**src/rtl/conway_mode_controller.sv**
```systemverilog
// Sequencer for system_memory_v4: load seed, run generations, stream out.
// Optional ABORT input enabled by defining CONWAY_CTRL_ABORT_EN.
module conway_mode_controller #(
  parameter int DATA_SIZE = 5,
  parameter int GEN_WIDTH = 8
) (
  input  logic                 CLK,
  input  logic                 RESET,
  input  logic                 START,
  input  logic [GEN_WIDTH-1:0] GENERATIONS,
  input  logic                 HOST_DATA,
  input  logic                 HOST_VALID,
  output logic                 HOST_READY,
  input  logic                 OUT_READY,
  output logic                 OUT_VALID,
  output logic                 LOAD_MODE,
  output logic                 RUN_MODE,
  output logic                 OUTPUT_MODE,
  output logic                 SERIAL_IN,
  output logic                 BUSY,
  output logic                 DONE
`ifdef CONWAY_CTRL_ABORT_EN
  ,
  input  logic                 ABORT
`endif
);

  localparam int BW = $clog2(DATA_SIZE + 1);
  localparam logic [BW-1:0] LAST = BW'(DATA_SIZE - 1);

  typedef enum logic [2:0] {
    S_IDLE,
    S_LOAD,
    S_RUN,
    S_OUT,
    S_DONE
  } state_e;

  state_e               state_q, state_d;
  logic [BW-1:0]        bit_q, bit_d;
  logic [GEN_WIDTH-1:0] gen_q, gen_d;
  logic                 oval_q, oval_d;
  logic                 done_q, done_d;
  logic                 abort_w;

`ifdef CONWAY_CTRL_ABORT_EN
  assign abort_w = ABORT && (state_q != S_IDLE);
`else
  assign abort_w = 1'b0;
`endif

  assign SERIAL_IN = HOST_DATA;
  assign BUSY      = (state_q != S_IDLE);
  assign OUT_VALID = oval_q;
  assign DONE      = done_q;

  // Memory mode strobes; an aborting cycle must not disturb memory
  always_comb begin
    HOST_READY  = (state_q == S_LOAD) && !abort_w;
    LOAD_MODE   = HOST_READY && HOST_VALID;
    RUN_MODE    = (state_q == S_RUN) && !abort_w;
    OUTPUT_MODE = (state_q == S_OUT) && OUT_READY && !abort_w;
  end

  // Next-state: job sequencing and bit/generation counting
  always_comb begin
    state_d = state_q;
    bit_d   = bit_q;
    gen_d   = gen_q;
    oval_d  = OUTPUT_MODE;
    done_d  = 1'b0;
    unique case (state_q)
      S_IDLE: begin
        if (START) begin
          state_d = S_LOAD;
          gen_d   = GENERATIONS;
          bit_d   = '0;
        end
      end
      S_LOAD: begin
        if (HOST_VALID) begin
          if (bit_q == LAST) begin
            bit_d   = '0;
            state_d = (gen_q != '0) ? S_RUN : S_OUT;
          end else begin
            bit_d = bit_q + BW'(1);
          end
        end
      end
      S_RUN: begin
        gen_d = gen_q - GEN_WIDTH'(1);
        if (gen_q == GEN_WIDTH'(1)) begin
          state_d = S_OUT;
          bit_d   = '0;
        end
      end
      S_OUT: begin
        if (OUT_READY) begin
          if (bit_q == LAST) begin
            bit_d   = '0;
            state_d = S_DONE;
            done_d  = 1'b1;
          end else begin
            bit_d = bit_q + BW'(1);
          end
        end
      end
      S_DONE: begin
        state_d = S_IDLE;
      end
      default: state_d = S_IDLE;
    endcase
    if (abort_w) begin
      state_d = S_IDLE;
      bit_d   = '0;
      gen_d   = '0;
      oval_d  = 1'b0;
      done_d  = 1'b0;
    end
  end

  // State registers with synchronous active-low reset
  always_ff @(posedge CLK) begin
    if (!RESET) begin
      state_q <= S_IDLE;
      bit_q   <= '0;
      gen_q   <= '0;
      oval_q  <= 1'b0;
      done_q  <= 1'b0;
    end else begin
      state_q <= state_d;
      bit_q   <= bit_d;
      gen_q   <= gen_d;
      oval_q  <= oval_d;
      done_q  <= done_d;
    end
  end

endmodule
```
**config.mk**
```make
export PLATFORM = sky130hd
export DESIGN_NAME = conway_mode_controller
export DESIGN_NICKNAME = d
export VERILOG_FILES = /design/src/rtl/conway_mode_controller.sv
export SDC_FILE = /design/constraint.sdc
export NUM_CORES = 1
export LEC_CHECK = 0
export BUFFER_PORTS_ARGS = -buffer_cell sky130_fd_sc_hd__buf_2
export CORE_ASPECT_RATIO = 1.25
export CORE_MARGIN = 5
export CORE_UTILIZATION = 50
export DETAILED_ROUTE_END_ITERATION = 10
export GPL_TIMING_DRIVEN = 0
export PLACE_DENSITY = 0.8
export SETUP_SLACK_MARGIN = 0.1
export SYNTH_ARGS = -nofsm -noshare
export SYNTH_HDL_FRONTEND = slang
export SYNTH_SLANG_ARGS = --single-unit
```
**constraint.sdc**
```tcl
create_clock -name CLK -period 2.1 [get_ports CLK]
set_input_delay 0.315 -clock CLK [delete_from_list [all_inputs] [get_ports CLK]]
set_output_delay 0.315 -clock CLK [all_outputs]
set_load 0.1 [all_outputs]
```
==> results.toml <==
[yosys]
synth_edf_count = 0
synth_area_leaders = "dfxtp_1 (31%), ha_1 (6.1%), a21oi_1 (5.9%)"
yosysMostFrequentCell = "dfxtp_1"
synth.area.mux_share_pct = 0
synth_seq_area_share_pct = 31.22
yosys.area_share.simple_pct = 26.22
synth_commonest_cells = "dfxtp_1 (16), a21oi_1 (12), inv_1 (11)"
avgSynthCellArea_sq_um = 8.016
synth_nets = 147
synth_seq_cells = 16
synth_cell_types = 44
synth_cells = 128
synth-xor-area-share_pct = 1.707
synthAdderAreaFrac_pct = 6.098
synth_top_area_share_pct = 31.22
synth_compound_area_share_pct = 24.88
yosys_most_used_dff = "dfxtp_1"
syn_area_sq_um = 1026
synth_top_family_by_area = "simple AND/OR/NAND/NOR gates"
ys_warn_count = 0
async_reset_ff_share_pct = 0
yosys.area.top_type = "dfxtp_1"

[sta]
slew_viol_final = 0
worst_pin_slew_ns = 0.4850
fmax_mhz = 517.2
setup_viol = 0
fin_crit_sh_pct = 92.06
rsz0062_at_grt = "no"
finalSetupTns_ns = 0
fin_skew_ns = 0.003202
relSlewSlack_pct = 67.40
finalCriticalPeriod_ns = 1.933
finalHoldViolations = 0

[routing]
via_per_inst = 5.864
vias = 991
drt-total-wl_um = 2431
first_pass_iters = 4
drtAntennaViolNets = 0
drt-initial-drc-count = 16
drc = 0
drt-wirelength-per-cell_um = 14.38

[cells_and_area]
instances_no_fill = 169
insertedDiodeCount = 0
final_nets = 169
drive_gt1_share_pct = 24.83
area_growth_syn_to_layout_pct = 17.56

[clock_network]
numCtsBuffers = 3
cts_hold_buf = 0
cts_sinks = 16
cts_tree = "built"
cts_htree_levels = 1
insertion_delay_ns = 0.30
cts_buffer_depth = 2
cts_root_buffer = "clkbuf_4"
path_clk_slew_ns = 0.10

[global_route]
grt_pass1_wl_um = 4077
grt_pass1_vias = 924
track_usage_pct = 17.22
antenna_found_initial = 0
grt_overflow = 0
grt_max_degree = 11

[die]
coreArea_sq_um = 1959
die-area_sq_um = 3063
die_h_um = 60.65
io_pins = 22
initial_core_util_pct = 52.36
fp.dieW_um = 50.52
row_count = 18

[placement]
gp_congestion = 0.8769
dp_hpwl_um = 1902
numPlacedInstances = 166
io_buffers = 18

[power_and_ir_drop]
power-per-cell-area_nw_per_um2 = 735.8
p_total_uw = 887.5
vdd_drop_max_mv = 0.4401
p_leak_nw = 0.5110

[setup_path]
required_ns = 1.78
start_kind = "register"
worst_ep_arrival_time_ns = 1.62
cp-end-kind = "output pin"
path_class = "reg -> out"
crit_fanout = 8

[outcome]
status = "finished, final reports clean"

[hold_path]
hold_class = "in -> reg"

[run]
cap_violations = 0
==> flip-flops by register name, summed over array words and instances, names as in the netlist <==
name       flops
DONE           1
OUT_VALID      1
bit_q          3
gen_q          8
state_q        3
==> cells by family (layout without fill, tap and decap cells) <==
| logic type | Yosys count | count (layout) |
|---|---|---|
| XOR/XNOR | 2 | 2 |
| buffers and inverters | 21 | 42 |
| flip-flops | 16 | 16 |
| adder cells (fa/ha/maj) | 5 | 5 |
| AO/OA/AOI/OAI | 38 | 38 |
| AND/OR/NAND/NOR | 46 | 46 |
==> path summary, 6_finish.rpt <==
path	depth (start not counted)	startpoint	slack, ns	to
setup / recovery	3	state_q[2]	0.17	RUN_MODE
hold / removal	3	GENERATIONS[2]	0.32	gen_q[2]
setup reg to reg	6	gen_q[1]	0.25	bit_q[0]
hold reg to reg	2	bit_q[2]	0.51	bit_q[2]
==> layout by cell type (no fill, tap or decap), types with 3 or more instances in the layout <==
cell,count
buf_2,18
ha_1,5
clkbuf_1,3
nor2_1,8
nor3_1,3
clkbuf_4,3
a21oi_1,12
buf_6,3
nand3_1,5
o21ai_0,6
dfxtp_1,16
nand2_1,7
a31oi_1,4
nand2b_1,3
inv_1,11
==> worst max-delay path, stage by stage (launching register included) <==
cell	delay (ns)
dfxtp_1	0.32
buf_6	0.13
nor3b_4	0.36
buf_2	0.50
==> cell type report <==
| cell class | instances | area, sq um |
|---|---|---|
| multi-input cells | 91 | 628.1 |
| clock buffers | 4 | 36.28 |
| plain buffers | 9 | 62.56 |
| inverters | 11 | 41.29 |
| repair buffers | 18 | 92.59 |
| well taps | 20 | 25.02 |
| flip-flops and latches | 16 | 320.3 |
| fillers | 191 | 753.2 |
==> routing by layer <==
layer  GRT usage, %  vias up  part of all wire (%)
met1          19.28      473                    41
li1               -      501                     -
met4          8.394        0                   1.8
met5              0        -                     0
met2          30.67       13                    53
met3          3.686        4                   3.9
==> power breakdown <==
group / switching, mW / leakage (nW) / total (mW) / internal [mW]
clock: 0.108 / 0.0210 / 0.214 / 0.106
sequential: 0.0199 / 0.131 / 0.347 / 0.327
combinational: 0.219 / 0.359 / 0.326 / 0.107
total: 0.347 / 0.511 / 0.888 / 0.540
==> what timing repair did <==
action / 4_1_cts / 5_1_grt
setup buffers: 0 / 0
gates resized for setup: 1 / 0
setup endpoints to repair: 1 / 2
endpoints found under the hold margin: 0 / 0
==> metrics by stage <==
stage / area, sq um / hold slack [ns] / worst slack [ns] / utilization (%)
finish: 1206 / 0.3187 / 0.1667 / 61.56
global route: 1206 / 0.3417 / 0.1065 / 61.56
CTS: 1210 / 0.3311 / 0.1219 / 61.75
detailed placement: 1171 / 0.5013 / 0.2526 / 59.77
global placement: 1171 / 0.4771 / 0.3497 / 59.77
floorplan: 1056 / 0.4607 / -0.1075 / -
(Power assumes the default switching activity.)
